**src/rtl/gcd_pkg.sv**
```systemverilog
// ---------------------------------------------------------------------------
// gcd_pkg
// Shared definitions for the GCD operand feeder slice.
//   GCD_WIDTH_DEFAULT : default operand width in bits
//   GCD_DEPTH_DEFAULT : default number of queued operand pairs
//   gcd_state_e       : issue FSM states (S_IDLE / S_ISSUE / S_WAIT)
// No ports (package).
// ---------------------------------------------------------------------------
package gcd_pkg;

    localparam int GCD_WIDTH_DEFAULT = 16;
    localparam int GCD_DEPTH_DEFAULT = 4;

    typedef enum logic [1:0] {
        S_IDLE  = 2'd0,
        S_ISSUE = 2'd1,
        S_WAIT  = 2'd2
    } gcd_state_e;

endpackage : gcd_pkg

```
**src/rtl/gcd_pair_fifo.sv**
```systemverilog
// ---------------------------------------------------------------------------
// gcd_pair_fifo
// Small synchronous FIFO holding concatenated operand pairs.
// Ports:
//   clk, reset   : clock, synchronous active-high reset
//   push         : write push_data this cycle (ignored when full)
//   push_data    : DATA_W-bit entry to store
//   pop          : drop the head entry this cycle (ignored when empty)
//   pop_data     : current head entry (valid while empty is low)
//   count        : number of stored entries, 0..DEPTH
//   full, empty  : derived from count
// Handshake: an entry is written on an edge where push is high and full is
// low; the head is removed on an edge where pop is high and empty is low.
// DEPTH must be a power of two so the pointers wrap by plain overflow.
// ---------------------------------------------------------------------------
module gcd_pair_fifo #(
    parameter int DATA_W = 32,
    parameter int DEPTH  = 4
) (
    input  logic                     clk,
    input  logic                     reset,
    input  logic                     push,
    input  logic [DATA_W-1:0]        push_data,
    input  logic                     pop,
    output logic [DATA_W-1:0]        pop_data,
    output logic [$clog2(DEPTH):0]   count,
    output logic                     full,
    output logic                     empty
);

    localparam int PTR_W = $clog2(DEPTH);
    localparam int CNT_W = PTR_W + 1;

    logic [DATA_W-1:0] mem [DEPTH];
    logic [PTR_W-1:0]  wr_ptr;
    logic [PTR_W-1:0]  rd_ptr;
    logic              push_ok;
    logic              pop_ok;

    assign full     = (count == CNT_W'(DEPTH));
    assign empty    = (count == '0);
    assign push_ok  = push && !full;
    assign pop_ok   = pop && !empty;
    assign pop_data = mem[rd_ptr];

    // Storage needs no reset: an entry is only read after it was written.
    always_ff @(posedge clk) begin
        if (push_ok) begin
            mem[wr_ptr] <= push_data;
        end
    end

    always_ff @(posedge clk) begin
        if (reset) begin
            wr_ptr <= '0;
            rd_ptr <= '0;
            count  <= '0;
        end else begin
            if (push_ok) begin
                wr_ptr <= wr_ptr + PTR_W'(1);
            end
            if (pop_ok) begin
                rd_ptr <= rd_ptr + PTR_W'(1);
            end
            // Simultaneous push and pop leave the count unchanged.
            case ({push_ok, pop_ok})
                2'b10:   count <= count + CNT_W'(1);
                2'b01:   count <= count - CNT_W'(1);
                default: count <= count;
            endcase
        end
    end

endmodule : gcd_pair_fifo

```
**src/rtl/gcd_operand_feeder.sv**
```systemverilog
// ---------------------------------------------------------------------------
// gcd_operand_feeder
// Queues operand pairs and hands them one at a time to a GCD engine that
// signals completion through its idle output.
// Ports:
//   clk, reset            : clock, synchronous active-high reset
//   in_valid / in_ready   : upstream pair handshake (push when both high)
//   in_a, in_b            : upstream operand pair
//   gcd_idle              : engine idle (input)
//   gcd_input_available   : one-cycle start strobe to the engine
//   gcd_operand_a/_b      : operands presented to the engine, held until the
//                           next pop
//   fifo_count            : pairs currently queued
//   busy                  : FSM not idle, or pairs queued
//   fsm_state             : current issue FSM state (debug observation)
//   issued_count          : 16-bit wrapping issue counter, present only when
//                           GCD_FEED_STATS_EN is defined
// Handshake: a pair is accepted on a rising edge where in_valid and in_ready
// are both high; in_ready depends only on registered FIFO occupancy.
// ---------------------------------------------------------------------------
module gcd_operand_feeder
    import gcd_pkg::*;
#(
    parameter int WIDTH = GCD_WIDTH_DEFAULT,
    parameter int DEPTH = GCD_DEPTH_DEFAULT
) (
    input  logic                   clk,
    input  logic                   reset,
    input  logic                   in_valid,
    output logic                   in_ready,
    input  logic [WIDTH-1:0]       in_a,
    input  logic [WIDTH-1:0]       in_b,
    input  logic                   gcd_idle,
    output logic                   gcd_input_available,
    output logic [WIDTH-1:0]       gcd_operand_a,
    output logic [WIDTH-1:0]       gcd_operand_b,
    output logic [$clog2(DEPTH):0] fifo_count,
    output logic                   busy,
    output logic [1:0]             fsm_state
`ifdef GCD_FEED_STATS_EN
    ,
    output logic [15:0]            issued_count
`endif
);

    gcd_state_e        state_q;
    logic              wait_first_q;   // first S_WAIT cycle, gcd_idle ignored
    logic              seen_low_q;     // gcd_idle observed low during S_WAIT
    logic              fifo_full;
    logic              fifo_empty;
    logic              pop_req;
    logic [2*WIDTH-1:0] head_pair;

    gcd_pair_fifo #(
        .DATA_W (2 * WIDTH),
        .DEPTH  (DEPTH)
    ) u_fifo (
        .clk       (clk),
        .reset     (reset),
        .push      (in_valid),
        .push_data ({in_a, in_b}),
        .pop       (pop_req),
        .pop_data  (head_pair),
        .count     (fifo_count),
        .full      (fifo_full),
        .empty     (fifo_empty)
    );

    // The FIFO ignores push while full, so in_valid alone is safe as push.
    assign in_ready            = !fifo_full;
    assign pop_req             = (state_q == S_IDLE) && !fifo_empty && gcd_idle;
    assign gcd_input_available = (state_q == S_ISSUE);
    assign busy                = (state_q != S_IDLE) || !fifo_empty;
    assign fsm_state           = state_q;

    always_ff @(posedge clk) begin
        if (reset) begin
            state_q       <= S_IDLE;
            wait_first_q  <= 1'b0;
            seen_low_q    <= 1'b0;
            gcd_operand_a <= '0;
            gcd_operand_b <= '0;
        end else begin
            case (state_q)
                S_IDLE: begin
                    if (pop_req) begin
                        gcd_operand_a <= head_pair[2*WIDTH-1:WIDTH];
                        gcd_operand_b <= head_pair[WIDTH-1:0];
                        state_q       <= S_ISSUE;
                    end
                end
                S_ISSUE: begin
                    state_q      <= S_WAIT;
                    wait_first_q <= 1'b1;
                    seen_low_q   <= 1'b0;
                end
                S_WAIT: begin
                    // The engine may still report idle right after the start
                    // strobe, so the first cycle is skipped; completion is a
                    // low-then-high transition of gcd_idle after that.
                    if (wait_first_q) begin
                        wait_first_q <= 1'b0;
                    end else if (!seen_low_q) begin
                        if (!gcd_idle) begin
                            seen_low_q <= 1'b1;
                        end
                    end else if (gcd_idle) begin
                        seen_low_q <= 1'b0;
                        state_q    <= S_IDLE;
                    end
                end
                default: begin
                    state_q <= S_IDLE;
                end
            endcase
        end
    end

`ifdef GCD_FEED_STATS_EN
    logic [15:0] issued_q;

    // Counts S_IDLE-to-S_ISSUE transitions; wraps naturally at 16 bits.
    always_ff @(posedge clk) begin
        if (reset) begin
            issued_q <= '0;
        end else if (pop_req) begin
            issued_q <= issued_q + 16'd1;
        end
    end

    assign issued_count = issued_q;
`endif

endmodule : gcd_operand_feeder

```
**config.mk**
```make
export PLATFORM = sky130hd
export DESIGN_NAME = gcd_operand_feeder
export DESIGN_NICKNAME = d
export VERILOG_FILES = /design/src/rtl/gcd_pkg.sv /design/src/rtl/gcd_pair_fifo.sv /design/src/rtl/gcd_operand_feeder.sv
export SDC_FILE = /design/constraint.sdc
export NUM_CORES = 1
export LEC_CHECK = 0
export BUFFER_PORTS_ARGS = -buffer_cell sky130_fd_sc_hd__clkbuf_2
export CAP_MARGIN = 5
export CORE_UTILIZATION = 40
export CTS_BUF_LIST = sky130_fd_sc_hd__clkbuf_2
export DETAILED_ROUTE_END_ITERATION = 10
export PLACE_DENSITY = 0.58
export SLEW_MARGIN = 30
export SYNTH_ARGS = -nofsm -noshare
export SYNTH_HDL_FRONTEND = slang
export SYNTH_SLANG_ARGS = --single-unit
```
**constraint.sdc**
```tcl
create_clock -name clk -period 3.12 [get_ports clk]
set_clock_uncertainty 0.05 [all_clocks]
set_input_delay 0.624 -clock clk [delete_from_list [all_inputs] [get_ports clk]]
set_output_delay 0.624 -clock clk [all_outputs]
set_load 0.02 [all_outputs]
```
# Word-level counts from Yosys, hierarchy flattened
# Memories as Yosys holds them, arrays and structs flattened. A register that Yosys moved wholly into a read port is not among the register bits.
# Index checks and enable logic that the tools add are counted.
[totals]
out_inout_bits = 40
romBits = 0
latch_bits = 0
n_memories = 1
ramBits = 128
register_bits = 11
inputBits = 36
[op_classes]
mux = 12
n_mul = 0
bitwise_logic = 0
n_eq_ne = 9
addsub = 4
magnitude_cmp = 0
n_shift = 0
reduce_logical = 15
div_mod_pow = 0
[mem_list]
columns = ["name", "words", "word_bits", "read_ports", "rd_clocked_by_memory_dff", "wr", "line_no", "rtl"]
rows = [
  ["u_fifo.mem", 4, 32, 1, 1, 1, "gcd_pair_fifo.sv:34", "logic [DATA_W-1:0] mem [DEPTH];"],
]
[op_table]
columns = ["operator", "count"]
rows = [
  ["2-bit 2-to-1 mux", 4],
  ["2-bit inequality test (second input constant)", 3],
  ["2-bit one-hot mux with 3 select lines", 1],
  ["3-bit one-hot mux with 2 select lines", 1],
  ["2-bit nonzero test", 3],
  ["2-bit by 1-bit adder with 2-bit output (second input constant)", 2],
  ["2-bit by 1-bit equality test with 1-bit output (second input constant)", 2],
  ["2-bit equality test (second input constant)", 2],
  ["1-bit logical AND", 4],
  ["1-bit 2-to-1 mux", 4],
  ["1-bit one-hot mux with 2 select lines", 2],
  ["2-bit AND reduction", 2],
  ["4-bit AND reduction", 1],
  ["3-bit by 1-bit adder with 3-bit output (second input constant)", 1],
  ["3-bit equality test (second input constant)", 1],
  ["3-bit zero test", 1],
  ["3-bit by 1-bit subtractor with 3-bit output (second input constant)", 1],
  ["1-bit zero test", 2],
  ["2-bit zero test", 1],
  ["2-bit by 1-bit inequality test with 1-bit output (second input constant)", 1],
  ["1-bit logical OR", 1],
]

# Logic depth before layout (Yosys ltp)
# Gate-level depths: netlist of run 1.
[logic_depth]
depth_word = 7
ltp_mapped = 9

# Hierarchy
# From an unflattened synthesis of run 1, not the netlist that was laid out.
[unflattened]
cells_unflattened = 388
hier_area_um2 = 6528.8
[modules_own_cells]
columns = ["module", "n_inst", "area_per_inst_um2", "cells_each"]
rows = [
  ["gcd_pair_fifo", 1, 5146.2, 221],
  ["gcd_operand_feeder", 1, 1382.6, 167],
]

# Least setup slack after synthesis of run 1
# Ideal clock, no wire load.
[synth_path]
path_type = "reg-to-reg"
startpoint = "reg u_fifo.count[2]"
endpoint = "reg u_fifo.count[2]"
slack_ns = 0.635
t_arrival_ns = 2.365
setup_ns = 0.070
n_path_buf = 1
stages_incl_launch_ff = 10
path_cell_list = "dfxtp_1 -> or3b_1 -> clkbuf_1 -> nand2_1 -> ha_1 -> inv_1 -> fa_1 -> xor2_1 -> or3_1 -> a21oi_1"
[synth_between]
elab_cells_between_ends = 14
classes_between = "2 x add/sub; 3 x eq/ne; 1 x mux; 8 x reduce/logical"
[synth_rtl]
columns = ["element", "line_no", "rtl"]
rows = [
  ["from (decl)", "gcd_pair_fifo.sv:26", "output logic [$clog2(DEPTH):0] count,"],
  ["from (signal assigned)", "gcd_pair_fifo.sv:67", "2'b10: count <= count + CNT_W'(1);"],
  ["from (signal assigned)", "gcd_pair_fifo.sv:68", "2'b01: count <= count - CNT_W'(1);"],
  ["from (signal assigned)", "gcd_pair_fifo.sv:69", "default: count <= count;"],
  ["3-bit equality test (*)", "gcd_pair_fifo.sv:40", "assign full = (count == CNT_W'(DEPTH));"],
  ["1-bit zero test (*)", "n/a", ""],
  ["named net in_ready", "gcd_operand_feeder.sv:30", "output logic in_ready,"],
  ["1-bit logical AND (*)", "gcd_pair_fifo.sv:42", "assign push_ok = push && !full;"],
  ["2-bit by 1-bit equality test with 1-bit output or 2-bit equality test (tied branches)", "gcd_pair_fifo.sv:66", "case ({push_ok, pop_ok})"],
  ["3-bit one-hot mux with 2 select lines or 2-bit nonzero test (tied branches)", "n/a", ""],
]
# The timed path passes the listed nets; every way through them passes the cells marked *.
# A chain may end at the register's enable or synchronous reset.

# Final worst setup path of run 1
[layout_path]
startpoint = "reg state_q[0] (netlist: fsm_state[0])"
endpoint = "out busy"
[layout_between]
elab_chain_cells = 2
[layout_lines]
columns = ["element", "line_no", "rtl"]
rows = [
  ["from (decl)", "gcd_operand_feeder.sv:46", "gcd_state_e state_q;"],
  ["from (signal assigned)", "gcd_operand_feeder.sv:78", "state_q <= S_IDLE;"],
  ["from (signal assigned)", "gcd_operand_feeder.sv:89", "state_q <= S_ISSUE;"],
  ["from (signal assigned)", "gcd_operand_feeder.sv:93", "state_q <= S_WAIT;"],
  ["2-bit nonzero test", "gcd_operand_feeder.sv:73", "assign busy = (state_q != S_IDLE) || !fifo_empty;"],
  ["1-bit logical OR", "gcd_operand_feeder.sv:73", ""],
  ["to (decl)", "gcd_operand_feeder.sv:38", "output logic busy,"],
]
# No other way between the ends.

==> results of run 1 <==
cell usage after synthesis, drive strengths merged (2+ instances only):
cell type / count
mux2i: 2
buf: 13
nand3: 2
and3: 4
a211oi: 2
edfxtp: 128
a21o: 2
nand2b: 8
ha: 9
xor2: 2
inv: 8
nor2: 8
a22o: 32
a21oi: 5
dfxtp: 43
clkbuf: 5
mux4: 32
worst reg2reg max path, delay by kind of cell, from the launching register on:
kind                       cells  cell delay, ns
and+or+nand+nor                3            0.96
adders and majority gates      2            0.54
DFF                            1            0.47
xor gates and xnor gates       1            0.16
AOI/OAI and AO/OA              1            0.14
buffers and inverters          1            0.06
worst max path at each step:
stage                     slack (ns)                           end                         start  depth (start not counted)
final                           0.33                          busy     fsm_state[0]$_SDFFE_PP0P_                          5
after global routing            0.15                          busy     fsm_state[1]$_SDFFE_PP0P_                          5
after CTS                       0.24                          busy     fsm_state[0]$_SDFFE_PP0P_                          5
after detailed placement        0.75  u_fifo.count[2]$_SDFFE_PP0P_  u_fifo.count[2]$_SDFFE_PP0P_                          8
after global placement          0.82  u_fifo.count[2]$_SDFFE_PP0P_                      gcd_idle                          8
after floorplan                 0.63  u_fifo.count[2]$_SDFFE_PP0P_  u_fifo.count[2]$_SDFFE_PP0P_                          9
per-layer routing:
metal	vias to the layer above	part of all wire [%]
met2	77	52
met4	0	1.3
met5	-	0
met3	12	4.7
met1	1631	42
li1	1524	-
kinds of logic after synthesis:
kind of cell,after synthesis,synth area share [%]
fa+ha+maj,10,2.10
compound gates,46,6.12
buf+inv,26,2.28
flops,171,74.5
simple gates,28,2.52
xor+xnor,3,0.416
mux,34,12.1
per-stage QoR:
stage | instance area [µm²] | total power, µW | hold slack, ns
floorplan | 6320 | 4000 | 0.421
global placement | 6940 | 4390 | 0.410
detailed placement | 6940 | 4430 | 0.416
CTS | 7450 | 5510 | 0.00538
global route | 7470 | 5730 | 0.00947
finish | 7470 | 5420 | 0.111
sequential cells by signal (all words and copies together) (netlist names):
signal,cells
wait_first_q,1
u_fifo.rd_ptr,2
gcd_operand_a,16
fsm_state,2
gcd_operand_b,16
seen_low_q,1
u_fifo.wr_ptr,2
u_fifo.mem,128
u_fifo.count,3
where the power goes:
part	switching, µW	internal (µW)	total [µW]
combinational	791	665	1460
clock	759	295	1050
sequential	166	2750	2910
total	1720	3710	5420
cell type report:
class / count / area [µm²] / area share, %
antenna: 1 / 2.50 / 0.0335
clock buffer: 18 / 90.1 / 1.21
clock inverter: 14 / 120 / 1.61
inverter: 8 / 30.0 / 0.402
multi-input combinational: 121 / 1490 / 19.9
sequential: 171 / 4710 / 63.0
tap: 211 / 264 / 3.54
timing repair buffer: 117 / 768 / 10.3
timing repair:
action | CTS | global route
hold buffers | 30 | 1
setup buffers | 0 | 0
endpoints found under the hold margin | 117 | 1
==> reports/qor_table.md, run 1 <==
| Item | Value | Unit |
| --- | --- | --- |
| Result of the run | finished, final reports clean | - |
| Met3 capacity usage during global routing | 5.26 | % |
| All-Layer GR Usage | 15.7 | % |
| Syn Nets | 364 | - |
| Number of I/O port buffers | 75 | - |
| Reg2Reg Capture Point | u_fifo.count[2]$_SDFFE_PP0P_ | - |
| DIE WIDTH | 128 | µm |
| Ys Warns | 0 | - |
| Global placement routability congestion | 0.714 | - |
| Min-Delay Startpoint | in_b[7] | - |
| Maximum number of pins on one net before global-route repair | 35 | - |
| Clock period minus worst slack | 2.79 | ns |
| Largest delay contributor family on the critical path | simple AND/OR/NAND/NOR gates | - |
| Starting density of the core | 41.2 | % |
| Setup slack at placement | 0.745 | ns |
| Met2 demand-to-capacity share in global routing | 27.3 | % |
| Arrival @ worst endpoint | 2.11 | ns |
| Number of cell rows | 45 | - |
| Estimated wirelength of the detail-placed design | 7.11 | mm |
| Worst Hold Path EP | u_fifo.mem[0][7]$_DFFE_PP_ | - |
| Cell area after synthesis | 6320 | µm² |
| Critical setup path kind | register to output port | - |
| VDD IR-drop max | 325 | µV |
| Biggest area contributors in the synthesized netlist | sky130_fd_sc_hd__edfxtp_1 61%, sky130_fd_sc_hd__dfxtp_1 14%, sky130_fd_sc_hd__mux4_2 9.3% | - |
| Max frequency | 0.359 | GHz |
| Final max-slew violation count | 0 | - |
| Vertical extent of the die | 128 | µm |
| Hold Crit Depth | 1 | - |
| Number of buffers and inverters on the critical path | 3 | - |
| Fillers | 1355 | - |
| Finished Layout Cells | 661 | - |
| Maximum buffer depth of the clock tree | 2 | - |
| Global-route wire length before repair | 18.2 | mm |
| Commonest non-fill, non-tap cells in the layout | 128 x sky130_fd_sc_hd__edfxtp_1, 93 x sky130_fd_sc_hd__clkbuf_2, 41 x sky130_fd_sc_hd__dfxtp_1 | - |
| Root Driver | sky130_fd_sc_hd__clkbuf_2 | - |
| Data required time at the worst endpoint | 2.45 | ns |
| Number of setup violations in the final report | 0 | - |
| Count of flip-flops with a built-in enable after synthesis | 128 | - |
| Antenna Nets Post-Route | 0 | - |
| Setup total negative slack | 0 | ns |
| Flops & latches, synth | 171 | - |
| Ratio of final minimum period to clock period | 89.3 | % |
| Leakage power summed over all cells | 0.00267 | µW |
| Worst-path fanout max | 4 | - |
| Relative slew margins | 36.1 | % |
| Setup slack on the worst flop-to-flop path | 0.69 | ns |
| Residual overflow from global routing | 0 | - |
| Master of the slowest instance on the critical path | sky130_fd_sc_hd__nor4b_1 | - |
| I/O Pins | 76 | - |
| Most used routing layer in global routing | met2 | - |
| Leading cell type in the layout, fill and taps excluded | sky130_fd_sc_hd__edfxtp_1 | - |
| Slew at the pin with the worst max-slew slack | 0.958 | ns |
| List of cells traversed by the critical path | inv_1, ha_1, nor4b_1, inv_1, clkbuf_2 | - |
| Post-synth top area cell | sky130_fd_sc_hd__edfxtp_1 | - |
| Wire per inst | 18.0 | µm |
| Vias after detailed routing | 3244 | - |
| Number of vias per cell after detailed routing | 4.91 | - |
| Post-Synthesis Mean Instance Area | 19.9 | µm² |
| Area growth from synthesis to layout | 18.2 | % |
| Number of unique standard cell types used by synthesis | 34 | - |
| Max-cap violation count | 0 | - |
| H-tree levels | 4 | - |
| Area of the die | 16300 | µm² |
| Worst Slack Setup Final | 0.334 | ns |
| Final core occ | 48.8 | % |
| CTS tree | yes | - |
| Dominant cell type by count on the critical path | sky130_fd_sc_hd__inv_1 | - |
| Fraction of registers with async set/reset | 0 | % |
| Setup repair after global routing missed its margin | no | - |
| Length of the first detailed-routing pass in iterations | 5 | - |
| Total wirelength of the detailed-routed design | 11.9 | mm |
| Synthesized instance count | 318 | - |
| Kind of launch point of the worst setup path | register | - |
| Post-CTS clock slew at the launch and capture registers of the worst setup and hold paths | 0.22 | ns |
| Placed cell count | 597 | - |
| Startpoint of the most critical register-to-register path | u_fifo.count[2]$_SDFFE_PP0P_ | - |
| Capturing element type of the critical path | output port | - |
| Number of DRC markers in iteration 0 | 170 | - |
| Top flip-flop cell by instance count after synthesis | sky130_fd_sc_hd__edfxtp_1 | - |
| Core area | 15300 | µm² |
| Share of the synthesized area in the top cell type | 60.9 | % |
| Layout cells sized above 1 | 33.4 | % |
| Power density over cell area | 726 | nW/µm² |
| Delay of the slowest cell on the worst path | 0.43 | ns |
| Initial antenna violation count | 1 | - |
| Cts bufs inserted | 17 | - |
| Type of the worst min-delay path | primary input to register | - |
| Global-route met1 utilization | 18.1 | % |
| Final layout net count | 482 | - |
| Number of cells traversed by the worst register-to-register path | 8 | - |
| Quantity of gates resized following cts | 0 | - |
| Final Hold Vio Count | 0 | - |
| Clock sink count | 171 | - |
| Seq/Total Area, Yosys | 74.5 | % |
| Number of global-route vias before repair | 3378 | - |
| Clock latency at the later pin of the worst-skew pair | 0.71 | ns |
| DRC | 0 | - |
No activity file was read; power rests on OpenSTA's default activity.
==> run 2: changes to the inputs <==
--- a/config.mk
+++ b/config.mk
@@ -14,4 +14,5 @@
 export SLEW_MARGIN = 30
 export SYNTH_ARGS = -nofsm -noshare
 export SYNTH_HDL_FRONTEND = slang
+export SYNTH_HIERARCHICAL = 1
 export SYNTH_SLANG_ARGS = --single-unit
==> run 2 against run 1 <==
Area after synthesis is 3.4% higher. Power is 11% lower. Design area is 1.7% higher. Hold slack better by 0.097 ns. Synthesized cell count is 22% higher. Non-clock buffer count is 3 lower. Sequential share of layout area is 0.54 points lower. First-iteration DRC count is 14% higher. Die area is 3.3% higher. Global-route usage is 0.20 points lower. Critical path depth is 2 lower. Worst setup slack better by 0.39 ns. Highest routed layer unchanged.
==> reports/qor_table.md, run 2 <==
| Item | Value | Unit | Change |
| --- | --- | --- | --- |
| Result of the run | finished, final reports clean | - |  |
| Power density over cell area | 632 | nW/µm² | -13% |
| Capturing element type of the critical path | output port | - |  |
| Post-CTS clock slew at the launch and capture registers of the worst setup and hold paths | 0.23 | ns | about the same |
| Post-synth top area cell | sky130_fd_sc_hd__edfxtp_1 | - |  |
| List of cells traversed by the critical path | nor3b_2, inv_1, clkbuf_2 | - |  |
| Flip-flop count of the largest register, all copies and words added | 128 | - | unchanged |
| Number of setup violations in the final report | 0 | - | unchanged |
| Global-route wire length before repair | 18.9 | mm | +3.7% |
| Setup slack on the worst flop-to-flop path | 0.78 | ns | +0.09 ns |
| Finished Layout Cells | 733 | - | +11% |
| Relative slew margins | 42.4 | % | +6.2 points |
| Syn Nets | 434 | - | +19% |
| Top flip-flop cell by instance count after synthesis | sky130_fd_sc_hd__edfxtp_1 | - |  |
| Ys Warns | 6 | - | +6 |
| Slew at the pin with the worst max-slew slack | 0.865 | ns | -0.0933 ns |
| Number of vias per cell after detailed routing | 4.74 | - | -3.5% |
| Setup repair after global routing missed its margin | no | - |  |
| Most common library cells after synthesis | 128 x sky130_fd_sc_hd__edfxtp_1, 66 x sky130_fd_sc_hd__nand2_1, 45 x sky130_fd_sc_hd__dfxtp_1 | - |  |
| Synth Area in Compound Gates | 3.64 | % | -2.5 points |
| Data required time at the worst endpoint | 2.45 | ns | about the same |
| Number of post-CTS setup repair buffers | 0 | - | unchanged |
| Final max-slew violation count | 0 | - | unchanged |
| Leakage power summed over all cells | 0.00263 | µW | -1.4% |
| All-Layer GR Usage | 15.5 | % | -0.20 points |
| Worst Slack Setup Final | 0.720 | ns | +0.386 ns |
| DRC | 0 | - | unchanged |
| Flops & latches, synth | 173 | - | +1.2% |
| Registers with the highest flip-flop counts | u_fifo/mem: 128 flops, gcd_operand_a: 16 flops, gcd_operand_b: 16 flops | - |  |
| Total wirelength of the detailed-routed design | 11.7 | mm | -1.3% |
| Area of the die | 16800 | µm² | +3.3% |
| Max-cap violation count | 0 | - | unchanged |
| Hold Crit Depth | 4 | - | +3 |
| Post-Synthesis Mean Instance Area | 16.8 | µm² | -15% |
| Fillers | 1431 | - | +5.6% |
| CTS tree | yes | - |  |
| VDD IR-drop max | 401 | µV | +23% |
| Commonest non-fill, non-tap cells in the layout | 128 x sky130_fd_sc_hd__edfxtp_1, 91 x sky130_fd_sc_hd__clkbuf_2, 66 x sky130_fd_sc_hd__nand2_1 | - |  |
| Arrival @ worst endpoint | 1.73 | ns | -0.38 ns |
| Seq/Total Area, Yosys | 72.7 | % | -1.8 points |
| Number of DRC markers in iteration 0 | 194 | - | +14% |
| Critical setup path kind | register to output port | - |  |
| Clock period minus worst slack | 2.40 | ns | -0.386 ns |
| Mux contribution to synthesized area | 11.6 | % | -0.47 points |
| Fraction of registers with async set/reset | 0 | % | unchanged |
| Synth Area in XOR/XNOR | 0.402 | % | -0.014 points |
| Leading cell type in the layout, fill and taps excluded | sky130_fd_sc_hd__edfxtp_1 | - |  |
| DIE WIDTH | 130 | µm | +1.6% |
| Antenna Nets Post-Route | 0 | - | unchanged |
| Final core occ | 47.8 | % | -0.94 points |
| Delay of the slowest cell on the worst path | 0.48 | ns | +0.05 ns |
| Simple-gate area share of the yosys netlist | 6.55 | % | +4.0 points |
| Placed cell count | 668 | - | +12% |
| Number of I/O port buffers | 75 | - | unchanged |
| Number of cells traversed by the worst register-to-register path | 12 | - | +4 |
| Maximum buffer depth of the clock tree | 2 | - | unchanged |
| Vias after detailed routing | 3471 | - | +7.0% |
| Quantity of gates resized following cts | 0 | - | unchanged |
| Setup slack at placement | 0.703 | ns | -0.0417 ns |
| Global placement routability congestion | 0.686 | - | -3.9% |
| Estimated wirelength of the detail-placed design | 6.87 | mm | -3.4% |
| Master of the slowest instance on the critical path | sky130_fd_sc_hd__dfxtp_1 | - |  |
| Cts bufs inserted | 17 | - | unchanged |
| Initial antenna violation count | 1 | - | unchanged |
| Wire per inst | 16.0 | µm | -11% |
| Final Hold Vio Count | 0 | - | unchanged |
| Reg2Reg Capture Point | u_fifo/count[2]$_SDFFE_PP0P_ | - |  |
| Number of global-route vias before repair | 3591 | - | +6.3% |
| Setup total negative slack | 0 | ns | unchanged |
| Root Driver | sky130_fd_sc_hd__clkbuf_2 | - |  |
| I/O Pins | 76 | - | unchanged |
| Final layout net count | 549 | - | +14% |
| Post-synthesis share of cell area spent on full adders, half adders and majority gates | 2.03 | % | -0.068 points |
| Capturing element of the worst setup path | in_ready | - |  |
| Starting density of the core | 41.1 | % | -0.14 points |
| Count of flip-flops with a built-in enable after synthesis | 128 | - | unchanged |
| Ratio of final minimum period to clock period | 76.9 | % | -12 points |
| Vertical extent of the die | 130 | µm | +1.6% |
| Maximum number of pins on one net before global-route repair | 48 | - | +37% |
| Type of the worst min-delay path | primary input to register | - |  |
| Share of the synthesized area in the top cell type | 58.9 | % | -2.0 points |
| Clock latency at the later pin of the worst-skew pair | 0.70 | ns | about the same |
| Residual overflow from global routing | 0 | - | unchanged |
| Synthesized instance count | 388 | - | +22% |
| Total power | 4800 | µW | -11% |
| Kind of launch point of the worst setup path | register | - |  |
| Layout cells sized above 1 | 30.0 | % | -3.4 points |
| Area growth from synthesis to layout | 16.3 | % |  |
| Max frequency | 0.417 | GHz | +16% |
| Cell area after synthesis | 6530 | µm² | +3.4% |
| Startpoint of the most critical register-to-register path | fsm_state[1]$_SDFFE_PP0P_ | - |  |
| Most flop-heavy register | u_fifo/mem | - |  |
| H-tree levels | 4 | - | unchanged |
| Worst-path fanout max | 6 | - | +2 |
| Biggest area contributors in the synthesized netlist | sky130_fd_sc_hd__edfxtp_1 59%, sky130_fd_sc_hd__dfxtp_1 14%, sky130_fd_sc_hd__mux4_2 10% | - |  |
| Length of the first detailed-routing pass in iterations | 6 | - | +1 |
| Combinational family with the most area after synthesis | multiplexers | - |  |
| Clock sink count | 173 | - | +1.2% |
| Count leader, synth | sky130_fd_sc_hd__edfxtp_1 | - |  |
| Start point of the critical path | u_fifo/count[2]$_SDFFE_PP0P_ | - |  |
| Core area | 15900 | µm² | +3.7% |
| Number of cell rows | 46 | - | +2.2% |
| Number of unique standard cell types used by synthesis | 32 | - | -5.9% |
## run 2: changes by cell type in the layout (fill, tap and decap cells not counted), moves of 5 or more
cell | before | now
sky130_fd_sc_hd__buf_4 | 11 | 6
sky130_fd_sc_hd__a21oi_1 | 5 | 37
sky130_fd_sc_hd__a22o_1 | 32 | 0
sky130_fd_sc_hd__nand2_1 | 1 | 66
## run 2: through the flow
step	hold slack [ns]	cell area, µm²
global placement	0.393	7090
CTS	0.0000975	7540
global route	0.115	7600
floorplan	0.407	6530
finish	0.207	7600
detailed placement	0.399	7090
## run 2: final cells by class
class / count / area, µm² / share of cell area, %
Multi-Input combinational cell: 185 / 1590 / 20.9
Antenna cell: 1 / 2.50 / 0.0329
Clock buffer: 17 / 85.1 / 1.12
Sequential cell: 173 / 4750 / 62.5
Inverter: 12 / 46.3 / 0.609
Clock inverter: 15 / 96.3 / 1.27
Tap cell: 216 / 270 / 3.56
Timing Repair Buffer: 114 / 761 / 10.0
## run 2: cell families (layout without fill, tap and decap cells)
| family | count (synthesis) | after routing |
|---|---|---|
| flops | 173 | 173 |
| xor+xnor | 3 | 3 |
| other cells | 0 | 1 |
| buf+inv | 30 | 158 |
| simple gates | 93 | 93 |
| fa+ha+maj | 10 | 10 |
| mux | 35 | 35 |
| compound gates | 44 | 44 |
## run 2: critical path: cells and delay by family, from the launching register on
kind | cells | cell delay, ns
flops | 1 | 0.48
simple gates | 1 | 0.32
buf+inv | 2 | 0.23
## run 2: worst min path at each step
stage | from | to | slack (ns)
2_1_floorplan | seen_low_q$_SDFFE_PP0P_ | seen_low_q$_SDFFE_PP0P_ | 0.41
5_1_grt | in_valid | u_fifo/wr_ptr[0]$_SDFFE_PP0P_ | 0.12
4_1_cts | in_b[6] | u_fifo/mem[0][6]$_DFFE_PP_ | 0.0001
6_report | in_valid | u_fifo/wr_ptr[0]$_SDFFE_PP0P_ | 0.21
3_3_place_gp | gcd_operand_a[3]$_SDFFE_PP0P_ | gcd_operand_a[3]$_SDFFE_PP0P_ | 0.39
3_5_place_dp | gcd_operand_a[0]$_SDFFE_PP0P_ | gcd_operand_a[0]$_SDFFE_PP0P_ | 0.40
## run 2: routing by layer
metal | GRT usage, % | routed length, µm
met1 | 20.2 | 5430
met2 | 24.9 | 5660
met3 | 4.72 | 497
met4 | 5.13 | 130
met5 | 0 | 0
## run 2: power by group
part | internal [µW] | leakage [µW] | switching, µW
sequential | 2680 | 0.00154 | 115
combinational | 434 | 0.000983 | 611
clock | 200 | 0.000108 | 756
## run 2: timing repair
action | in CTS | in global routing
setup endpoints to repair | 0 | 0
hold buffers | 27 | 5
endpoints found under the hold margin | 89 | 18
==> run 3: changes to the inputs <==
--- a/config.mk
+++ b/config.mk
@@ -10,7 +10,7 @@
 export CORE_UTILIZATION = 40
 export CTS_BUF_LIST = sky130_fd_sc_hd__clkbuf_2
 export DETAILED_ROUTE_END_ITERATION = 10
-export PLACE_DENSITY = 0.58
+export PLACE_DENSITY = 0.6
 export SLEW_MARGIN = 30
 export SYNTH_ARGS = -nofsm -noshare
 export SYNTH_HDL_FRONTEND = slang
==> constraint.sdc (replaced) <==
create_clock -name clk -period 2.2 [get_ports clk]
set_clock_uncertainty 0.05 [all_clocks]
set_input_delay 0.44 -clock clk [delete_from_list [all_inputs] [get_ports clk]]
set_output_delay 0.44 -clock clk [all_outputs]
set_load 0.02 [all_outputs]
==> run 3 against run 2 <==
Critical path depth increased by 9. Cell count increased by 1.9%. Global-route usage increased by 0.49 points. Via count increased by 4.6%. Combinational power increased by 65%. Die area unchanged. Largest cell class unchanged. Clock power increased by 51%. Register-to-register slack got worse by 0.78 ns. First-iteration DRC count increased by 21%. Hold slack got worse by 0.12 ns. Sequential share of layout area decreased by 1.9 points.
==> reports/qor_table.md, run 3 (synthesis gave the netlist of run 2 again) <==
| Item | Value | Unit | Change |
| --- | --- | --- | --- |
| Max frequency | 0.455 | GHz |  |
| Portion of total power attributed to sequential cells | 55.6 | % | -2.7 points |
| Most flop-heavy register | u_fifo/mem | - |  |
| Area of the die | 16800 | µm² | unchanged |
| Registers with the highest flip-flop counts | u_fifo/mem: 128 flops, gcd_operand_a: 16 flops, gcd_operand_b: 16 flops | - |  |
| Number of buffers and inverters on the critical path | 4 | - | +2 |
| Wire per inst | 16.6 | µm | +3.5% |
| Comb pwr share | 24.2 | % | +2.4 points |
| Dominant cell type by count on the critical path | sky130_fd_sc_hd__inv_1 | - |  |
| I/O Pins | 76 | - | unchanged |
| Root Driver | sky130_fd_sc_hd__clkbuf_2 | - |  |
| Result of the run | finished, final reports clean | - |  |
| Post-CTS clock slew at the launch and capture registers of the worst setup and hold paths | 0.22 | ns | about the same |
| Reg2Reg Capture Point | u_fifo/count[2]$_SDFFE_PP0P_ | - |  |
| Delay of the slowest cell on the worst path | 0.41 | ns | -0.07 ns |
| Type of the worst min-delay path | primary input to register | - |  |
| Fraction of power spent switching nets | 30.1 | % | -0.79 points |
| Maximum buffer depth of the clock tree | 2 | - | unchanged |
| Master of the slowest instance on the critical path | sky130_fd_sc_hd__dfxtp_4 | - |  |
| Setup repair after global routing missed its margin | yes | - |  |
| Total wirelength of the detailed-routed design | 12.4 | mm | +5.5% |
| Worst Hold Path EP | gcd_operand_b[14]$_SDFFE_PP0P_ | - |  |
| DRC | 0 | - | unchanged |
| Global placement routability congestion | 0.725 | - | +5.7% |
| Min-Delay Startpoint | reset | - |  |
| Starting density of the core | 41.1 | % | unchanged |
| Final max-slew violation count | 0 | - | unchanged |
| Final core occ | 49.5 | % | +1.7 points |
| Commonest non-fill, non-tap cells in the layout | 128 x sky130_fd_sc_hd__edfxtp_1, 93 x sky130_fd_sc_hd__clkbuf_2, 65 x sky130_fd_sc_hd__nand2_1 | - |  |
| Core area | 15900 | µm² | unchanged |
| Number of global-route vias before repair | 3691 | - | +2.8% |
| Initial antenna violation count | 1 | - | unchanged |
| CTS tree | yes | - |  |
| Number of cell rows | 46 | - | unchanged |
| Number of DRC markers in iteration 0 | 235 | - | +21% |
| Residual overflow from global routing | 0 | - | unchanged |
| Worst-path fanout max | 4 | - | -2 |
| Clock period minus worst slack | 2.20 | ns |  |
| Number of cells traversed by the worst register-to-register path | 12 | - | unchanged |
| Antenna Nets Post-Route | 0 | - | unchanged |
| List of cells traversed by the critical path | inv_4, ha_4, nand3b_4, clkinv_4, o31ai_2, inv_1, ha_2, inv_1, fa_2, xor2_1, or3_1, a21oi_2 | - |  |
| Number of I/O port buffers | 75 | - | unchanged |
| Setup total negative slack | 0 | ns | unchanged |
| Capturing element type of the critical path | register | - |  |
| Startpoint of the most critical register-to-register path | fsm_state[0]$_SDFFE_PP0P_ | - |  |
| Leakage power summed over all cells | 0.00274 | µW | +4.1% |
| Slew at the pin with the worst max-slew slack | 0.483 | ns | -0.382 ns |
| Cts bufs inserted | 17 | - | unchanged |
| Estimated wirelength of the detail-placed design | 7.60 | mm | +11% |
| VDD IR-drop max | 464 | µV | +16% |
| Relative slew margins | 67.8 | % | +25 points |
| Area growth from synthesis to layout | 20.5 | % |  |
| Global-route wire length before repair | 19.3 | mm | +2.3% |
| Ratio of final minimum period to clock period | 99.8 | % |  |
| Hold Crit Depth | 2 | - | -2 |
| Data required time at the worst endpoint | 2.83 | ns | +0.38 ns |
| Kind of launch point of the worst setup path | register | - |  |
| Leading cell type in the layout, fill and taps excluded | sky130_fd_sc_hd__edfxtp_1 | - |  |
| Clock sink count | 173 | - | unchanged |
| Vertical extent of the die | 130 | µm | unchanged |
| DIE WIDTH | 130 | µm | unchanged |
| Vias after detailed routing | 3631 | - | +4.6% |
| All-Layer GR Usage | 16.0 | % | +0.49 points |
| Number of setup violations in the final report | 0 | - | unchanged |
| Clock latency at the later pin of the worst-skew pair | 0.73 | ns | +0.03 ns |
| Max-cap violation count | 0 | - | unchanged |
| Critical setup path kind | register to register | - |  |
| Maximum number of pins on one net before global-route repair | 34 | - | -29% |
| Portion of total power attributed to the clock network | 20.2 | % | +0.3 points |
| Setup slack on the worst flop-to-flop path | 0.004 | ns | -0.78 ns |
| Net load switching power | 2150 | µW | +45% |
| Power density over cell area | 907 | nW/µm² | +44% |
| Arrival @ worst endpoint | 2.83 | ns | +1.10 ns |
| Final layout net count | 563 | - | +2.6% |
| Layout cells sized above 1 | 33.8 | % | +3.7 points |
| Length of the first detailed-routing pass in iterations | 4 | - | -2 |
| H-tree levels | 4 | - | unchanged |
| Worst hold slack | 0.0902 | ns | -0.117 ns |
| Number of vias per cell after detailed routing | 4.86 | - | +2.6% |
| Final Hold Vio Count | 0 | - | unchanged |
| Internal Pwr Total | 4990 | µW | +50% |
| Largest delay contributor family on the critical path | adder cells | - |  |
| Flip-flop count of the largest register, all copies and words added | 128 | - | unchanged |
==> run 3: changes by cell type in the layout (fill, tap and decap cells not counted), moves of 2 or more <==
cell and delta:
sky130_fd_sc_hd__buf_4 +6, sky130_fd_sc_hd__buf_12 +5, sky130_fd_sc_hd__dfxtp_1 -5, sky130_fd_sc_hd__dfxtp_4 +5, sky130_fd_sc_hd__clkinv_2 -3, sky130_fd_sc_hd__clkinv_4 +3, sky130_fd_sc_hd__inv_6 -3, sky130_fd_sc_hd__clkbuf_2 +2
sky130_fd_sc_hd__dlygate4sd3_1 +2, sky130_fd_sc_hd__ha_1 -2, sky130_fd_sc_hd__inv_1 -2, sky130_fd_sc_hd__inv_4 +2
==> run 3: area by class of cell <==
cell class / count / area (µm²)
antenna: 1 / 2.50
clock buffer: 20 / 100
clock inverter: 12 / 100
fill: 1431 / 8020
inverter: 12 / 55.1
multi-input combinational: 185 / 1630
sequential: 173 / 4770
tap: 216 / 270
timing repair buffer: 128 / 947
==> run 3: layer usage <==
metal / GRT usage (%) / vias up / wire (µm)
met5: 0 / - / 0
met1: 19.3 / 1839 / 5420
met2: 27.5 / 66 / 6350
met4: 6.77 / 0 / 195
met3: 3.90 / 13 / 404
li1: - / 1713 / -
==> run 3: through the flow <==
stage | power [µW] | instance area (µm²) | instances | setup slack [ns]
2_1_floorplan | 5170 | 6570 | 388 | -0.0230
3_3_place_gp | 5580 | 7260 | 676 | 0.107
3_5_place_dp | 5630 | 7260 | 676 | 0.0332
4_1_cts | 7220 | 7850 | 745 | -0.0225
5_1_grt | 7530 | 7870 | 747 | -0.0883
6_report | 7140 | 7870 | 747 | 0.00439
==> run 3: how the worst max path moves through the flow <==
stage,depth (start not counted),slack (ns),start,to
CTS,3,-0.02,u_fifo/count[0]$_SDFFE_PP0P_,in_ready
floorplan,13,-0.02,fsm_state[1]$_SDFFE_PP0P_,u_fifo/count[2]$_SDFFE_PP0P_
global route,4,-0.09,u_fifo/count[2]$_SDFFE_PP0P_,busy
finish,12,0.004,fsm_state[0]$_SDFFE_PP0P_,u_fifo/count[2]$_SDFFE_PP0P_
detailed placement,11,0.03,gcd_idle,u_fifo/count[2]$_SDFFE_PP0P_
global placement,11,0.11,gcd_idle,u_fifo/count[2]$_SDFFE_PP0P_
==> run 3: what timing repair did <==
| item | 4_1_cts | 5_1_grt |
|---|---|---|
| pin swaps | 1 | 3 |
| endpoints found under the hold margin | 130 | 0 |
| hold buffers | 34 | 0 |
| endpoints found under the setup margin | 2 | 3 |
| buffers inserted | 3 | 1 |
| gates resized for setup | 6 | 4 |
==> run 3: power by group through the flow <==
stage          sequential, µW  clock (µW)  combinational [µW]
2_1_floorplan            4190           0                 973
3_3_place_gp             4030           0                1550
3_5_place_dp             4050           0                1580
4_1_cts                  3980        1510                1740
5_1_grt                  4000        1620                1900
6_report                 3970        1440                1730
